<file path="src/rtl/uart_tx_cfg.sv">
// ---------------------------------------------------------------------------
// uart_tx_cfg
//
// Configurable UART transmitter. A byte offered with i_valid is latched when
// o_ready is high. It is then shifted out on q as a frame: one start bit (0),
// DATA_BITS data bits LSB first, an optional parity bit, and STOP_BITS stop
// bits (1). Every bit lasts CLOCKS_PER_BIT clock cycles. All outputs are
// registered. Each one reflects the state the FSM enters on the same edge.
//
// Parameters
//   CLOCKS_PER_BIT  clk cycles per serial bit (2..65535)
//   DATA_BITS       data bits per frame (5..9)
//   PARITY          0 = none, 1 = odd, 2 = even
//   STOP_BITS       stop bits per frame (1 or 2)
//
// Ports
//   clk       system clock
//   rst       asynchronous active-high reset
//   i_valid   producer offers i_data this cycle
//   i_data    byte to transmit, latched on the accept edge
//   o_ready   transmitter is idle and will accept a byte this cycle
//   q         serial line, idles high
//   o_active  a frame is on the line
//   o_done    one-cycle pulse in the first idle cycle after a frame
// ---------------------------------------------------------------------------
module uart_tx_cfg #(
  parameter int CLOCKS_PER_BIT = 5208,
  parameter int DATA_BITS      = 8,
  parameter int PARITY         = 0,
  parameter int STOP_BITS      = 1
) (
  input  logic                 clk,
  input  logic                 rst,
  input  logic                 i_valid,
  input  logic [DATA_BITS-1:0] i_data,
  output logic                 o_ready,
  output logic                 q,
  output logic                 o_active,
  output logic                 o_done
);

  localparam int CNT_W = $clog2(CLOCKS_PER_BIT);
  localparam int IDX_W = $clog2(DATA_BITS);
  localparam logic [CNT_W-1:0] CNT_LAST  = CNT_W'(CLOCKS_PER_BIT - 1);
  localparam logic [IDX_W-1:0] IDX_LAST  = IDX_W'(DATA_BITS - 1);
  localparam logic             STOP_LAST = (STOP_BITS == 2);

  typedef enum logic [2:0] {
    ST_IDLE   = 3'd0,
    ST_START  = 3'd1,
    ST_DATA   = 3'd2,
    ST_PARITY = 3'd3,
    ST_STOP   = 3'd4
  } state_t;

  state_t               state_q, state_d;
  logic [CNT_W-1:0]     cnt_q, cnt_d;
  logic [IDX_W-1:0]     bitIdx_q, bitIdx_d;
  logic                 stopIdx_q, stopIdx_d;
  logic [DATA_BITS-1:0] data_q, data_d;
  logic                 q_q, q_d;
  logic                 ready_q, ready_d;
  logic                 active_q, active_d;
  logic                 done_q, done_d;
  logic                 bitEnd;
  logic                 evenPar;

  // The bit timer has run its full CLOCKS_PER_BIT cycles for the current bit.
  assign bitEnd = (cnt_q == CNT_LAST);

  // State and output registers. Reset forces the line idle and holds
  // o_ready low. o_ready then rises on the first edge after reset is
  // released.
  always_ff @(posedge clk or posedge rst) begin
    if (rst) begin
      state_q   <= ST_IDLE;
      cnt_q     <= '0;
      bitIdx_q  <= '0;
      stopIdx_q <= 1'b0;
      data_q    <= '0;
      q_q       <= 1'b1;
      ready_q   <= 1'b0;
      active_q  <= 1'b0;
      done_q    <= 1'b0;
    end else begin
      state_q   <= state_d;
      cnt_q     <= cnt_d;
      bitIdx_q  <= bitIdx_d;
      stopIdx_q <= stopIdx_d;
      data_q    <= data_d;
      q_q       <= q_d;
      ready_q   <= ready_d;
      active_q  <= active_d;
      done_q    <= done_d;
    end
  end

  // Next-state logic. The bit timer restarts at every bit boundary. The data
  // index and stop index step only at those boundaries. Outputs are computed
  // from the next state so that the registered outputs line up with the
  // state register.
  always_comb begin
    state_d   = state_q;
    cnt_d     = cnt_q;
    bitIdx_d  = bitIdx_q;
    stopIdx_d = stopIdx_q;
    data_d    = data_q;
    q_d       = 1'b1;
    ready_d   = 1'b0;
    active_d  = 1'b0;
    done_d    = 1'b0;
    evenPar   = 1'b0;

    case (state_q)
      ST_IDLE: begin
        cnt_d     = '0;
        bitIdx_d  = '0;
        stopIdx_d = 1'b0;
        // ready_q is the registered o_ready, so this is exactly the handshake
        // the producer observes.
        if (i_valid && ready_q) begin
          data_d  = i_data;
          state_d = ST_START;
        end
      end
      ST_START: begin
        if (bitEnd) begin
          cnt_d   = '0;
          state_d = ST_DATA;
        end else begin
          cnt_d = cnt_q + CNT_W'(1);
        end
      end
      ST_DATA: begin
        if (bitEnd) begin
          cnt_d = '0;
          if (bitIdx_q == IDX_LAST) begin
            state_d = (PARITY != 0) ? ST_PARITY : ST_STOP;
          end else begin
            bitIdx_d = bitIdx_q + IDX_W'(1);
          end
        end else begin
          cnt_d = cnt_q + CNT_W'(1);
        end
      end
      ST_PARITY: begin
        if (bitEnd) begin
          cnt_d   = '0;
          state_d = ST_STOP;
        end else begin
          cnt_d = cnt_q + CNT_W'(1);
        end
      end
      ST_STOP: begin
        if (bitEnd) begin
          cnt_d = '0;
          if (stopIdx_q == STOP_LAST) begin
            state_d = ST_IDLE;
          end else begin
            stopIdx_d = 1'b1;
          end
        end else begin
          cnt_d = cnt_q + CNT_W'(1);
        end
      end
      default: begin
        // Unused encodings recover to an idle line on the next edge.
        state_d   = ST_IDLE;
        cnt_d     = '0;
        bitIdx_d  = '0;
        stopIdx_d = 1'b0;
      end
    endcase

    evenPar = ^data_d;
    case (state_d)
      ST_START:  q_d = 1'b0;
      ST_DATA:   q_d = data_d[bitIdx_d];
      ST_PARITY: q_d = (PARITY == 1) ? ~evenPar : evenPar;
      default:   q_d = 1'b1;
    endcase

    active_d = (state_d == ST_START) || (state_d == ST_DATA) ||
               (state_d == ST_PARITY) || (state_d == ST_STOP);
    ready_d  = (state_d == ST_IDLE);
    done_d   = (state_q == ST_STOP) && (state_d == ST_IDLE);
  end

  assign q        = q_q;
  assign o_ready  = ready_q;
  assign o_active = active_q;
  assign o_done   = done_q;

endmodule

</file>
<file path="config.mk">
export PLATFORM = sky130hd
export DESIGN_NAME = uart_tx_cfg
export DESIGN_NICKNAME = d
export VERILOG_FILES = /design/src/rtl/uart_tx_cfg.sv
export SDC_FILE = /design/constraint.sdc
export NUM_CORES = 1
export LEC_CHECK = 0
export CAP_MARGIN = 5
export CORE_MARGIN = 1
export CORE_UTILIZATION = 46
export DETAILED_ROUTE_END_ITERATION = 10
export GPL_TIMING_DRIVEN = 0
export PLACE_DENSITY = 0.67
export SLEW_MARGIN = 20
export SYNTH_ARGS = -nofsm -noshare
export SYNTH_HDL_FRONTEND = slang
export SYNTH_SLANG_ARGS = --single-unit
</file>
<file path="constraint.sdc">
create_clock -name clk -period 5.1 [get_ports clk]
set_input_delay 0.51 -clock clk [delete_from_list [all_inputs] [get_ports clk]]
set_output_delay 0.51 -clock clk [all_outputs]
set_load 0.1 [all_outputs]
</file>
==> metrics.cfg <==
[layout]
area_growth_pct=15.3
final_common_cell=dfrtp_1
drive_gt1_share_pct=11.1
num-fill-cells=316
antenna_cells=0
layout_common_cells=dfrtp_1, nand2_1, nor2_1
nets=201

[grt]
overflow=0
grt_max_degree=33
grt_pass1_vias=1207
grt_usage_pct=18.7
grt_pass1_wl_mm=5.62
antenna_found_initial=0

[synthesis]
syn-cell-area_sq_um=1680
synth_fp_nets=180
syn_avg_cell_area_sq_um=10.0
synth_cell_types=44
synth-seq-cells=32
yosysWarnings=0
synth-async-reset-ratio_pct=100
synth-edff-count=0
synth_flop_cell=dfrtp_1
synth_cells=167
yosysSeqAreaShare_pct=47.9

[placed_design]
place_congestion=0.806
io_buffer_count=14
post-dp-hpwl_mm=2.25
dpl_worst_slack_ns=2.52

[timing]
worstMarginPinSlew_ns=0.970
finalWorstSetupSlack_ns=2.62
fin_skew_ns=0.00532
rsz0062_at_grt=no
timing.final.crit_share_pct=48.7
finalHoldViolCount=0
maxSlewViolCount=0
max_slew_margin_pct=35.1
fmax_mhz=403
setup_viol=0
finalCriticalPeriod_ns=2.48
setup_tns_ns=0

[critical_path]
path_delay_family=buffers and inverters
cpMaxStageDelayCell=clkdlybuf4s50_1
timing.reg2reg.setup_slack_ns=2.66
worstPathArrival_ns=1.97
path_cells=clkdlybuf4s50_1
end_kind=primary output
crit_end=q
critPathKind=reg2out
cp_max_fo=1
slowest_delay_ns=1.11
crit_cells=1
crit_path_start=q$_DFF_PP1_
cp_data_required_time_ns=4.59
critPathBufInv=1
rr_worst_depth=7
worstSetupStartpointType=flop
reg2reg_from=cnt_q[0]$_DFF_PP0_
reg2reg_to=q$_DFF_PP1_

[floorplanning]
core_sq_um=3420
initial_utilization_pct=49.0
die_w_um=62.4
fp.dieH_um=62.4
die-area_sq_um=3890
rows=21
ios=15

[cts]
cts_root_buf=clkbuf_4
cts_buffers=5
cts_setup_buffers=0
cts_buffer_depth=2
clk_latency_ns=0.34
cts_tree=built
cts-resized-gates=0
clkTransAtPathRegs_ns=0.09
htree_levels=2
cts_hold_buf=0
cts.sinks=32

[pwr]
peakVddDrop_v=0.000154
p_leak_nw=0.868
p_per_area_nw_per_um2=217

[drt]
wl_per_cell_um=13.6
via_count=1244
detail_route.first_pass.iterations=4
dr.first_iter.drc_count=45
wirelength_mm=3.19
via_per_inst=5.29
drtAntennaViolNets=0
drc=0

[outcome]
status=finished, final reports clean

[flow_run]
max_cap_viol_count=0

[worst_hold_path]
hold_class=reg2reg

cells by family (layout without fill, tap and decap cells):
logic type / after synthesis / count (layout) / share of synthesized area [%]
fa+ha+maj: 2 / 2 / 1.49
simple gates: 77 / 77 / 24.9
buf+inv: 8 / 30 / 2.02
mux: 8 / 8 / 5.30
flops: 32 / 32 / 47.9
xor+xnor: 19 / 19 / 9.93
compound gates: 21 / 21 / 8.44
report_power, final:
part | internal [mW] | switching (mW)
registers | 0.254 | 0
logic | 0.00676 | 0.00592
clock network | 0.0680 | 0.0848
total | 0.328 | 0.0907
flip-flops by register name (all words and copies together), names as in the netlist:
register	flops
state_q	3
cnt_q	13
q	1
data_q	8
o_ready	1
bitIdx_q	3
o_active	1
o_done	1
stopIdx_q	1
worst min-delay path by stage:
stage | from | to | cells after the start
2_1_floorplan | stopIdx_q$_DFFE_PP0P_ | o_done$_DFF_PP0_ | 1
3_3_place_gp | stopIdx_q$_DFFE_PP0P_ | o_done$_DFF_PP0_ | 1
3_5_place_dp | stopIdx_q$_DFFE_PP0P_ | o_done$_DFF_PP0_ | 1
4_1_cts | stopIdx_q$_DFFE_PP0P_ | o_done$_DFF_PP0_ | 1
5_1_grt | stopIdx_q$_DFFE_PP0P_ | o_done$_DFF_PP0_ | 1
6_report | stopIdx_q$_DFFE_PP0P_ | o_done$_DFF_PP0_ | 1
per-layer routing:
metal  wire length, um  global-route usage, %  vias up
li1                  -                      -      616
met1              1630                   25.7      602
met2              1360                   27.6       20
met3               137                   6.07        6
met4                56                   6.98        0
met5                 0                      0        -
cells in the mapped netlist (2+ instances only):
cell       n  area share (%)
a21oi_1    4             1.2
and2_1     3             1.1
and3_1     3             1.1
and4b_1    2             1.2
clkbuf_1   4            0.90
dfrtp_1   31              46
ha_1       2             1.5
inv_1      2            0.45
mux2_2     3             2.0
mux2i_1    4             2.4
nand2_1   26             5.8
nand3_1    9             2.7
nand3b_1   4             1.8
nor2_1    16             3.6
nor2b_1    3             1.1
o21ai_0    6             1.8
xnor2_1   10             5.2
xor2_1     9             4.7
layout make-up:
class                           count  area, sq um  area share, %
Buffer                              6         26.3           1.36
Clock buffer                        8         58.8           3.04
Inverter                            2         7.51          0.389
Multi-Input combinational cell    127          840           43.5
Sequential cell                    32          802           41.5
Tap cell                           46         57.6           2.98
Timing Repair Buffer               14          140           7.25
per-stage QoR:
| step | hold slack [ns] | utilization [%] | cell area (sq um) | cells | power (mW) |
|---|---|---|---|---|---|
| after floorplan | 0.418 | - | 1680 | 167 | 0.262 |
| after global placement | 0.439 | 54.8 | 1870 | 227 | 0.271 |
| after CTS | 0.468 | 56.6 | 1930 | 235 | 0.423 |
| final | 0.465 | 56.6 | 1930 | 235 | 0.419 |
| after global routing | 0.496 | 56.6 | 1930 | 235 | 0.437 |
| after detailed placement | 0.447 | 54.8 | 1870 | 227 | 0.272 |
Note: power is estimated with default switching activity, not from simulation.
